===== config.mk =====
export PLATFORM = sky130hd
export DESIGN_NAME = frv_masked_bitwise_seq
export DESIGN_NICKNAME = d
export VERILOG_FILES = /design/src/rtl/frv_masked_bitwise_seq_pkg.sv /design/src/rtl/frv_masked_bitwise_seq_dp.sv /design/src/rtl/frv_masked_bitwise_seq.sv
export SDC_FILE = /design/constraint.sdc
export NUM_CORES = 1
export LEC_CHECK = 0
export CAP_MARGIN = 30
export CORE_UTILIZATION = 48
export DETAILED_ROUTE_END_ITERATION = 8
export PLACE_DENSITY_LB_ADDON = 0.05
export SYNTH_ARGS = -nofsm -noshare
export SYNTH_HDL_FRONTEND = slang
export SYNTH_HIERARCHICAL = 1
export SYNTH_SLANG_ARGS = --single-unit

===== constraint.sdc =====
create_clock -name g_clk -period 1.8 [get_ports g_clk]
set_input_delay 0.36 -clock g_clk [delete_from_list [all_inputs] [get_ports g_clk]]
set_output_delay 0.36 -clock g_clk [all_outputs]
set_load 0.02 [all_outputs]

===== src/rtl/frv_masked_bitwise_seq_pkg.sv =====
// -----------------------------------------------------------------------------
// frv_masked_pkg
// Shared definitions for the masked-ALU bitwise sequencer and its datapath:
//   - 2-bit operation encodings carried on req_op
//   - sequencer state enumeration
// -----------------------------------------------------------------------------
package frv_masked_pkg;

  localparam logic [1:0] OP_XOR = 2'b00;
  localparam logic [1:0] OP_AND = 2'b01;
  localparam logic [1:0] OP_IOR = 2'b10;
  localparam logic [1:0] OP_NOT = 2'b11;

  typedef enum logic [2:0] {
    ST_IDLE = 3'd0,
    ST_RND0 = 3'd1,
    ST_RND1 = 3'd2,
    ST_EXEC = 3'd3,
    ST_RSP  = 3'd4
  } state_t;

endpackage


===== src/rtl/frv_masked_bitwise_seq_dp.sv =====
// -----------------------------------------------------------------------------
// frv_masked_bitwise
// Two-share masked bitwise datapath. All four operation results are produced
// in parallel; the sequencer selects the pair it needs.
//   i_clk, i_reset    : clock, synchronous active-high reset
//   i_ena             : evaluation enable (one cycle per operation)
//   i_a0/i_a1/i_b0/i_b1 : operand shares
//   i_remask0/1       : fresh randomness (z0 refreshes AND cross terms,
//                       z1 remasks the XOR/AND outputs)
//   o_<op>0/o_<op>1   : result shares per operation
//   o_rdy             : high in the second half of the enable cycle
// -----------------------------------------------------------------------------
module frv_masked_bitwise #(
  parameter logic MASKING_ISE_DOM = 1'b1
) (
  input  logic        i_clk,
  input  logic        i_reset,
  input  logic        i_ena,
  input  logic [31:0] i_a0,
  input  logic [31:0] i_a1,
  input  logic [31:0] i_b0,
  input  logic [31:0] i_b1,
  input  logic [31:0] i_remask0,
  input  logic [31:0] i_remask1,
  output logic [31:0] o_xor0,
  output logic [31:0] o_xor1,
  output logic [31:0] o_and0,
  output logic [31:0] o_and1,
  output logic [31:0] o_ior0,
  output logic [31:0] o_ior1,
  output logic [31:0] o_not0,
  output logic [31:0] o_not1,
  output logic        o_rdy
);

  logic r_half;

  // Marks the second half of the enable cycle.
  always_ff @(negedge i_clk) begin
    if (i_reset) begin
      r_half <= 1'b0;
    end else begin
      r_half <= i_ena;
    end
  end

  assign o_rdy  = i_ena & r_half;

  // XOR is share-wise; the same word on both shares keeps the sum intact.
  assign o_xor0 = i_a0 ^ i_b0 ^ i_remask1;
  assign o_xor1 = i_a1 ^ i_b1 ^ i_remask1;

  // NOT only needs one share inverted.
  assign o_not0 = ~i_a0;
  assign o_not1 = i_a1;

  generate
    if (MASKING_ISE_DOM) begin : g_dom
      logic [31:0] r_cross0;
      logic [31:0] r_cross1;

      // Refreshed cross-domain terms, registered mid-cycle so the two shares
      // never combine in one cone; cleared again outside the enable cycle.
      always_ff @(negedge i_clk) begin
        if (i_reset) begin
          r_cross0 <= 32'h0000_0000;
          r_cross1 <= 32'h0000_0000;
        end else if (i_ena) begin
          r_cross0 <= (i_a0 & i_b1) ^ i_remask0;
          r_cross1 <= (i_a1 & i_b0) ^ i_remask0;
        end else begin
          r_cross0 <= 32'h0000_0000;
          r_cross1 <= 32'h0000_0000;
        end
      end

      assign o_and0 = (i_a0 & i_b0) ^ r_cross0 ^ i_remask1;
      assign o_and1 = (i_a1 & i_b1) ^ r_cross1 ^ i_remask1;
    end else begin : g_naive
      // Unmasks before the AND; only for comparison builds.
      assign o_and0 = ((i_a0 ^ i_a1) & (i_b0 ^ i_b1)) ^ i_remask0;
      assign o_and1 = i_remask0;
    end
  endgenerate

  // Operands arrive as (a0, ~a1), (b0, ~b1), so the AND pair holds ~(a|b);
  // inverting one share yields a|b.
  assign o_ior0 = ~o_and0;
  assign o_ior1 = o_and1;

endmodule


===== src/rtl/frv_masked_bitwise_seq.sv =====
// -----------------------------------------------------------------------------
// frv_masked_bitwise_seq
// Sequences one masked bitwise operation: accepts a request, fetches the
// randomness it needs, runs the datapath for one enable cycle and returns the
// two result shares. Operand, randomness and result registers are zeroised
// after use or on abort.
//   g_clk, g_reset          : clock, synchronous active-high reset
//   flush                   : synchronous abort of the operation in flight
//   req_valid/req_ready     : request handshake (req_op, req_a0/a1/b0/b1)
//   rng_valid/rng_ready     : randomness handshake (rng_data)
//   rsp_valid/rsp_ready     : response handshake (rsp_r0, rsp_r1)
//   busy                    : high whenever not idle
// -----------------------------------------------------------------------------
module frv_masked_bitwise_seq
  import frv_masked_pkg::*;
#(
  parameter logic MASKING_ISE_DOM = 1'b1
) (
  input  logic        g_clk,
  input  logic        g_reset,
  input  logic        flush,
  input  logic        req_valid,
  output logic        req_ready,
  input  logic [1:0]  req_op,
  input  logic [31:0] req_a0,
  input  logic [31:0] req_a1,
  input  logic [31:0] req_b0,
  input  logic [31:0] req_b1,
  input  logic        rng_valid,
  output logic        rng_ready,
  input  logic [31:0] rng_data,
  output logic        rsp_valid,
  input  logic        rsp_ready,
  output logic [31:0] rsp_r0,
  output logic [31:0] rsp_r1,
  output logic        busy
);

  state_t      r_state;
  logic        r_idle;
  logic        r_rng_ready;
  logic        r_rsp_valid;
  logic        r_busy;
  logic [1:0]  r_op;
  logic [31:0] r_a0, r_a1, r_b0, r_b1;
  logic [31:0] r_z0, r_z1;
  logic [31:0] r_rsp_r0, r_rsp_r1;

  logic        w_ena;
  logic [31:0] w_xor0, w_xor1, w_and0, w_and1;
  logic [31:0] w_ior0, w_ior1, w_not0, w_not1;
  logic [31:0] w_res0, w_res1;
  logic        w_dp_rdy_unused;

  assign w_ena     = (r_state == ST_EXEC);
  assign req_ready = r_idle & ~flush;
  assign rng_ready = r_rng_ready;
  assign rsp_valid = r_rsp_valid;
  assign busy      = r_busy;
  assign rsp_r0    = r_rsp_r0;
  assign rsp_r1    = r_rsp_r1;

  frv_masked_bitwise #(
    .MASKING_ISE_DOM (MASKING_ISE_DOM)
  ) u_dp (
    .i_clk     (g_clk),
    .i_reset   (g_reset),
    .i_ena     (w_ena),
    .i_a0      (r_a0),
    .i_a1      (r_a1),
    .i_b0      (r_b0),
    .i_b1      (r_b1),
    .i_remask0 (r_z0),
    .i_remask1 (r_z1),
    .o_xor0    (w_xor0),
    .o_xor1    (w_xor1),
    .o_and0    (w_and0),
    .o_and1    (w_and1),
    .o_ior0    (w_ior0),
    .o_ior1    (w_ior1),
    .o_not0    (w_not0),
    .o_not1    (w_not1),
    .o_rdy     (w_dp_rdy_unused)
  );

  // Select the result pair belonging to the latched operation.
  always_comb begin
    w_res0 = w_not0;
    w_res1 = w_not1;
    case (r_op)
      OP_XOR:  begin w_res0 = w_xor0; w_res1 = w_xor1; end
      OP_AND:  begin w_res0 = w_and0; w_res1 = w_and1; end
      OP_IOR:  begin w_res0 = w_ior0; w_res1 = w_ior1; end
      default: begin w_res0 = w_not0; w_res1 = w_not1; end
    endcase
  end

  // Sequencer FSM with all data registers and registered handshake outputs.
  always_ff @(posedge g_clk) begin
    if (g_reset || flush) begin
      r_state     <= ST_IDLE;
      r_idle      <= 1'b1;
      r_rng_ready <= 1'b0;
      r_rsp_valid <= 1'b0;
      r_busy      <= 1'b0;
      r_op        <= OP_XOR;
      r_a0        <= 32'h0000_0000;
      r_a1        <= 32'h0000_0000;
      r_b0        <= 32'h0000_0000;
      r_b1        <= 32'h0000_0000;
      r_z0        <= 32'h0000_0000;
      r_z1        <= 32'h0000_0000;
      r_rsp_r0    <= 32'h0000_0000;
      r_rsp_r1    <= 32'h0000_0000;
    end else begin
      case (r_state)
        ST_IDLE: begin
          if (req_valid && req_ready) begin
            r_op   <= req_op;
            r_a0   <= req_a0;
            r_b0   <= req_b0;
            r_idle <= 1'b0;
            r_busy <= 1'b1;
            // IOR is computed as an AND on complemented operands.
            if (req_op == OP_IOR) begin
              r_a1 <= ~req_a1;
              r_b1 <= ~req_b1;
            end else begin
              r_a1 <= req_a1;
              r_b1 <= req_b1;
            end
            case (req_op)
              OP_XOR: begin
                r_state     <= ST_RND1;
                r_rng_ready <= 1'b1;
              end
              OP_NOT: begin
                r_state     <= ST_EXEC;
                r_rng_ready <= 1'b0;
              end
              default: begin
                r_state     <= ST_RND0;
                r_rng_ready <= 1'b1;
              end
            endcase
          end
        end
        ST_RND0: begin
          if (rng_valid) begin
            r_z0    <= rng_data;
            r_state <= ST_RND1;
          end
        end
        ST_RND1: begin
          if (rng_valid) begin
            r_z1        <= rng_data;
            r_state     <= ST_EXEC;
            r_rng_ready <= 1'b0;
          end
        end
        ST_EXEC: begin
          r_rsp_r0    <= w_res0;
          r_rsp_r1    <= w_res1;
          r_rsp_valid <= 1'b1;
          r_state     <= ST_RSP;
        end
        ST_RSP: begin
          if (rsp_ready) begin
            r_state     <= ST_IDLE;
            r_idle      <= 1'b1;
            r_rsp_valid <= 1'b0;
            r_busy      <= 1'b0;
            r_op        <= OP_XOR;
            r_a0        <= 32'h0000_0000;
            r_a1        <= 32'h0000_0000;
            r_b0        <= 32'h0000_0000;
            r_b1        <= 32'h0000_0000;
            r_z0        <= 32'h0000_0000;
            r_z1        <= 32'h0000_0000;
            r_rsp_r0    <= 32'h0000_0000;
            r_rsp_r1    <= 32'h0000_0000;
          end
        end
        default: begin
          r_state     <= ST_IDLE;
          r_idle      <= 1'b1;
          r_rng_ready <= 1'b0;
          r_rsp_valid <= 1'b0;
          r_busy      <= 1'b0;
        end
      endcase
    end
  end

endmodule


==> results by group, run 1 <==
Global routing
  – Total GRT Usage: 0.273
  – Largest net degree at the start of global routing: 76
  – First-pass GRT wire length: 87,600 um
  – Vias in the first global route: 15,600
  – Initial antenna violation count: 1
  – Grt total ovfl: 0

Timing
  – Setup Viol. Count Final: 128
  – TNS Setup: -46,000 ps
  – Relative slew slack: 0.619
  – Final setup margin: -546 ps
  – RSZ-0062 raised after global routing: yes
  – Worst-Margin Slew: 571 ps
  – Final hold vios: 0
  – Clock Skews: 65.0 ps
  – Pins over their slew limit: 0

Critical path
  – Crit-path cells: xnor2_2 > xnor2_1 > mux4_2 > a22o_1
  – Crit. End Element: flop
  – Critical path class: reg2reg
  – Critical path fanouts, max: 2
  – Worst Path Required: 2220 ps
  – Data arrival, critical path: 2770 ps
  – Crit-path max cell delay: 500 ps
  – Worst Setup Start Kind: flop
  – Worst reg-to-reg setup slack: -550 ps
  – Reg-to-Reg End: rsp_r1[11]$_SDFFE_PP0P_
  – FF-to-FF Start: u_dp/g_dom.r_cross1[11]$_SDFF_NP0_
  – R2R depth: 4
  – Critical-path top delay cell: mux4_2

Clock network
  – CTS Buffer Depth: 3
  – H-tree levels: 2
  – Clock sink count: 329
  – TritonCTS clock tree: built
  – Clk root buf: clkbuf_16
  – CTS Buf Count: 39
  – Clk_lat worst skew: 590 ps
  – CTS clk-pin slew, worst paths: 60 ps

Power
  – Sw Share: 0.258
  – Int Power: 13.1 mW
  – VDD IR-drop max: 0.600 mV
  – Flop pwr share: 0.425
  – LEAKAGE: 9.94 nW
  – Net Switching: 4.55 mW
  – Power Dens Cells: 725 nW/um2
  – Combinational Power Share: 0.106
  – Clock network fraction of total power: 0.469

Status
  – Failing checks: negative setup slack
  – Status: finished with violations

Synth
  – Synthesized area per cell: 9.82 um2
  – Cell Area, Synth: 19,100 um2
  – Ys Warns: 6
  – Syn nets: 2,184
  – Mapped Cells: 1,949

Hold path
  – Worst hold path type: in2reg
  – Hold Crit Endpoint: r_z0[27]$_SDFFE_PP0P_
  – Hold depth: 3
  – Origin of the worst min-delay path: rng_data[27]

Floorplanning
  – Die Area: 40,700 um2
  – Die Height: 202 um
  – Num rows: 72
  – Top Ports: 236
  – Area of the core: 39,000 um2
  – Starting Density: 0.490
  – Die Width: 202 um

Detailed routing
  – DRC violation total after the first TritonRoute iteration: 986
  – Vias: 15,500
  – Drt wl/cell: 20.6 um
  – Antenna-violating nets left: 0
  – Final wirelength: 55,800 um
  – Vias/cell: 5.72
  – DRT Pass-1 Iters: 5
  – DRC viols: 0

Layout
  – Fraction of layout cells with a size suffix above 1: 0.218
  – Area delta synth->final: 27.3%
  – Post-layout util: 0.625
  – Final non-filler cell total: 2,710
  – # nets final: 2,396

Placed design
  – GPL Wtd Cong: 0.798
  – Placed Cells: 2,562
  – # port buffers: 235
  – DP Wirelength: 36,800 um

Run
  – Maxcap violations: 0
stage by stage:
| step | power [mW] | instance area [um2] | hold slack (ps) | worst slack, ps |
|---|---|---|---|---|
| after floorplan | 8.78 | 19500 | 435 | -487 |
| after global placement | 9.65 | 22400 | 464 | -606 |
| after detailed placement | 9.68 | 22400 | 467 | -608 |
| after CTS | 17.8 | 24200 | 396 | -539 |
| after global routing | 18.4 | 24400 | 409 | -580 |
| final | 17.7 | 24400 | 413 | -546 |
flip-flops by register name, indices dropped and copies added, names as in the netlist, 3 cells and up:
signal	flops
u_dp/g_dom.r_cross0	32
rsp_r1	32
r_state	3
r_b0	32
r_z0	32
u_dp/g_dom.r_cross1	32
r_b1	32
r_a1	32
r_a0	32
rsp_r0	32
r_z1	32
power by group through the flow:
stage | registers [mW] | clock network [mW] | logic [mW]
after global routing | 7.51 | 8.85 | 1.99
final | 7.51 | 8.29 | 1.87
after detailed placement | 7.65 | 0.219 | 1.81
after floorplan | 7.60 | 0.219 | 0.960
after global placement | 7.64 | 0.219 | 1.79
after CTS | 7.50 | 8.43 | 1.87
critical path: cells and delay by family (launching register included):
family,cells,cell delay (ps)
xor gates and xnor gates,2,270
muxes,1,500
AOI/OAI and AO/OA,1,190
DFF,1,320
layer usage:
layer  routed length, um  share of wire  up-vias  track usage
li1                    -              -     7316            -
met1               25000           0.45     7646        0.368
met2               26500           0.48      463        0.457
met3                3130          0.056       75       0.0348
met4                1180          0.021        0       0.0787
met5                   0              0        -            0
cells in the final DEF (no fill, tap or decap), types with 5 or more instances in the layout:
master,count
buf_6,8
a21bo_2,64
xor2_1,160
a22o_1,65
dfxtp_2,41
inv_1,102
xnor2_1,81
o21ai_0,63
nand2_1,135
clkdlybuf4s50_1,166
mux4_2,64
buf_4,65
clkbuf_16,41
buf_16,6
a21oi_2,60
nand3b_1,70
clkinv_1,5
a31oi_1,63
xnor2_2,44
dlygate4sd2_1,67
nand4_1,63
buf_12,42
clkbuf_1,9
clkbuf_8,5
nand3_1,161
ha_1,66
mux2i_1,129
dfxtp_1,285
timing repair:
item / in CTS / in global routing
pin swaps: 7 / 5
setup endpoints to repair: 251 / 139
gates resized for setup: 106 / 61
cloned: 8 / 0
hold buffers: 0 / 0
setup buffers: 9 / 2
layout make-up:
type	count	area (um2)
antenna	1	2.50
clock buffer	55	1130
clock inverter	80	350
fill	3274	14600
inverter	35	134
multi-input combinational	1335	11600
sequential	329	6650
tap	518	648
timing repair buffer	357	3870
how the worst max path moves through the flow:
stage,start,to,cells past startpoint
3_5_place_dp,g_reset,u_dp/g_dom.r_cross0[15]$_SDFF_NP0_,4
3_3_place_gp,g_reset,u_dp/g_dom.r_cross0[16]$_SDFF_NP0_,4
2_1_floorplan,u_dp/g_dom.r_cross1[31]$_SDFF_NP0_,rsp_r1[31]$_SDFFE_PP0P_,5
4_1_cts,u_dp/g_dom.r_cross0[30]$_SDFF_NP0_,rsp_r0[30]$_SDFFE_PP0P_,4
6_report,u_dp/g_dom.r_cross1[11]$_SDFF_NP0_,rsp_r1[11]$_SDFFE_PP0P_,4
5_1_grt,u_dp/g_dom.r_cross0[24]$_SDFF_NP0_,rsp_r0[24]$_SDFFE_PP0P_,4
(Power assumes the default switching activity.)
==> inputs of run 2 (changes only) <==
--- a/config.mk
+++ b/config.mk
@@ -9,6 +9,7 @@
 export CORE_UTILIZATION = 48
 export DETAILED_ROUTE_END_ITERATION = 8
 export PLACE_DENSITY_LB_ADDON = 0.05
+export SLEW_MARGIN = 20
 export SYNTH_ARGS = -nofsm -noshare
 export SYNTH_HDL_FRONTEND = slang
 export SYNTH_HIERARCHICAL = 1
==> constraint.sdc (replaced) <==
create_clock -name g_clk -period 2.25 [get_ports g_clk]
set_input_delay 0.45 -clock g_clk [delete_from_list [all_inputs] [get_ports g_clk]]
set_output_delay 0.45 -clock g_clk [all_outputs]
set_load 0.02 [all_outputs]
==> results by group, run 2 (synthesis gave the netlist of run 1 again) <==
Status
  – Status: finished with violations (unchanged)
  – Failing checks: negative setup slack (unchanged)

Placed design
  – GPL Wtd Cong: 0.813 (was 0.798)
  – DP Wirelength: 36,400 um (was 36,800 um)
  – Placed Cells: 2,532 (was 2,562)
  – # port buffers: 235 (unchanged)

Clock network
  – Clk root buf: clkbuf_16 (unchanged)
  – Clock sink count: 329 (unchanged)
  – Clk_lat worst skew: 600 ps (was 590 ps)
  – H-tree levels: 2 (unchanged)
  – CTS Buf Count: 41 (was 39)
  – CTS Buffer Depth: 3 (unchanged)
  – TritonCTS clock tree: built (unchanged)
  – CTS clk-pin slew, worst paths: 60 ps (about the same)
  – Hold-fix buffers, CTS: 0 (unchanged)

Timing
  – Worst-Margin Slew: 529 ps (was 571 ps)
  – RSZ-0062 raised after global routing: yes (unchanged)
  – Final setup margin: -336 ps (was -546 ps)
  – Setup Viol. Count Final: 119 (was 128)
  – Clock Skews: 65.2 ps (was 65.0 ps)
  – Pins over their slew limit: 0 (unchanged)
  – TNS Setup: -20,310 ps (was -46,000 ps)
  – Final hold vios: 0 (unchanged)
  – Relative slew slack: 0.644 (was 0.619)

Floorplanning
  – Die Area: 40,700 um2 (unchanged)
  – Starting Density: 0.490 (unchanged)
  – Die Height: 202 um (unchanged)
  – Top Ports: 236 (unchanged)
  – Area of the core: 39,000 um2 (unchanged)
  – Num rows: 72 (unchanged)
  – Die Width: 202 um (unchanged)

Critical path
  – End point of the critical path: rsp_r1[19]$_SDFFE_PP0P_ (was rsp_r1[11]$_SDFFE_PP0P_)
  – Data arrival, critical path: 3020 ps (was 2770 ps)
  – Worst Path Required: 2680 ps (was 2220 ps)
  – FF-to-FF Start: u_dp/g_dom.r_cross1[19]$_SDFF_NP0_ (was u_dp/g_dom.r_cross1[11]$_SDFF_NP0_)
  – Crit. End Element: flop (unchanged)
  – Setup crit start: u_dp/g_dom.r_cross1[19]$_SDFF_NP0_ (was u_dp/g_dom.r_cross1[11]$_SDFF_NP0_)
  – Critical path class: reg2reg (unchanged)
  – Critical path fanouts, max: 2 (unchanged)
  – Reg-to-Reg End: rsp_r1[19]$_SDFFE_PP0P_ (was rsp_r1[11]$_SDFFE_PP0P_)
  – R2R depth: 4 (unchanged)
  – Worst Setup Start Kind: flop (unchanged)
  – Worst reg-to-reg setup slack: -340 ps (was -550 ps)

Hold path
  – Worst hold path type: reg2reg (was in2reg)
  – Hold depth: 1 (was 3)

Power
  – Power Dens Cells: 601 nW/um2 (was 725 nW/um2)
  – Sw Share: 0.254 (was 0.258)
  – Combinational Power Share: 0.098 (was 0.106)
  – Clock network fraction of total power: 0.485 (was 0.469)
  – Flop pwr share: 0.417 (was 0.425)
  – Net Switching: 3.66 mW (was 4.55 mW)
  – VDD IR-drop max: 0.513 mV (was 0.600 mV)
  – Int Power: 10.7 mW (was 13.1 mW)
  – LEAKAGE: 9.39 nW (was 9.94 nW)

Detailed routing
  – DRC viols: 0 (unchanged)
  – Drt wl/cell: 20.2 um (was 20.6 um)
  – Vias/cell: 5.73 (was 5.72)
  – Antenna-violating nets left: 0 (unchanged)
  – Vias: 15,300 (was 15,500)
  – Final wirelength: 53,900 um (was 55,800 um)
  – DRC violation total after the first TritonRoute iteration: 750 (was 986)
  – DRT Pass-1 Iters: 5 (unchanged)

Global routing
  – Largest net degree at the start of global routing: 64 (was 76)
  – Total GRT Usage: 0.263 (was 0.273)
  – First-pass GRT wire length: 85,400 um (was 87,600 um)
  – Grt total ovfl: 0 (unchanged)
  – Vias in the first global route: 15,400 (was 15,600)
  – Initial antenna violation count: 3 (was 1)

Layout
  – Area delta synth->final: 25.4% (was 27.3%)
  – Fraction of layout cells with a size suffix above 1: 0.208 (was 0.218)
  – Final non-filler cell total: 2,672 (was 2,710)
  – Most common cell after layout, fill and taps aside: dfxtp_1 (unchanged)
  – # nets final: 2,359 (was 2,396)
  – Highest-count cells in the layout ignoring fill and taps: dfxtp_1 (278), clkdlybuf4s50_1 (234), nand3_1 (161) (was dfxtp_1 (285), clkdlybuf4s50_1 (166), nand3_1 (161))

Run
  – Maxcap violations: 0 (unchanged)
-- run 2: critical path: stages (launching register included) --
cell and delay (ps):
dfxtp_1 290, xnor2_1 130, xnor2_1 150, mux4_2 520
a22o_1 200
-- run 2: power by group through the flow --
stage          combinational, mW  clock (mW)  sequential [mW]
2_1_floorplan              0.768       0.175             6.08
3_3_place_gp                1.40       0.175             6.12
3_5_place_dp                1.41       0.175             6.12
4_1_cts                     1.42        7.11             6.01
5_1_grt                     1.52        7.48             6.02
6_report                    1.42        6.98             6.01
-- run 2: routing by layer --
layer	track usage	vias to the layer above	wire, um
met1	0.347	7610	24100
met4	0.0777	4	1390
met3	0.0473	89	2610
met5	0	-	25
met2	0.439	385	25800
li1	-	7234	-
-- run 2: worst min path at each step --
| stage | startpoint | endpoint | slack, ps |
|---|---|---|---|
| after floorplan | r_z1[0]$_SDFFE_PP0P_ | r_z1[0]$_SDFFE_PP0P_ | 440 |
| after detailed placement | rsp_r1[22]$_SDFFE_PP0P_ | rsp_r1[22]$_SDFFE_PP0P_ | 460 |
| after CTS | rng_data[28] | r_z1[28]$_SDFFE_PP0P_ | 470 |
| final | rsp_r1[22]$_SDFFE_PP0P_ | rsp_r1[22]$_SDFFE_PP0P_ | 480 |
| after global routing | rsp_r1[1]$_SDFFE_PP0P_ | rsp_r1[1]$_SDFFE_PP0P_ | 500 |
| after global placement | rsp_r0[11]$_SDFFE_PP0P_ | rsp_r0[11]$_SDFFE_PP0P_ | 460 |
-- run 2: final cells by class --
| type | count | area, um2 |
|---|---|---|
| antenna | 1 | 2.50 |
| timing repair buffer | 318 | 3450 |
| clock buffer | 53 | 1080 |
| inverter | 35 | 134 |
| multi-input combinational | 1335 | 11600 |
| fill | 3244 | 15000 |
| sequential | 329 | 6660 |
| tap | 518 | 648 |
| clock inverter | 83 | 459 |
-- run 2: per-stage QoR --
stage	power (mW)	hold slack, ps	instance area [um2]	worst slack (ps)	utilization
6_report	14.4	480	24000	-336	0.615
3_5_place_dp	7.71	463	22100	-489	0.566
5_1_grt	15.0	497	24000	-382	0.615
2_1_floorplan	7.03	435	19400	-262	-
4_1_cts	14.5	472	23700	-318	0.607
3_3_place_gp	7.70	462	22100	-477	0.566
-- run 2: what timing repair did --
item | CTS | global route
setup endpoints to repair | 66 | 69
setup buffers | 0 | 1
pin swaps | 4 | 8
gates resized for setup | 38 | 47
cloned | 0 | 3
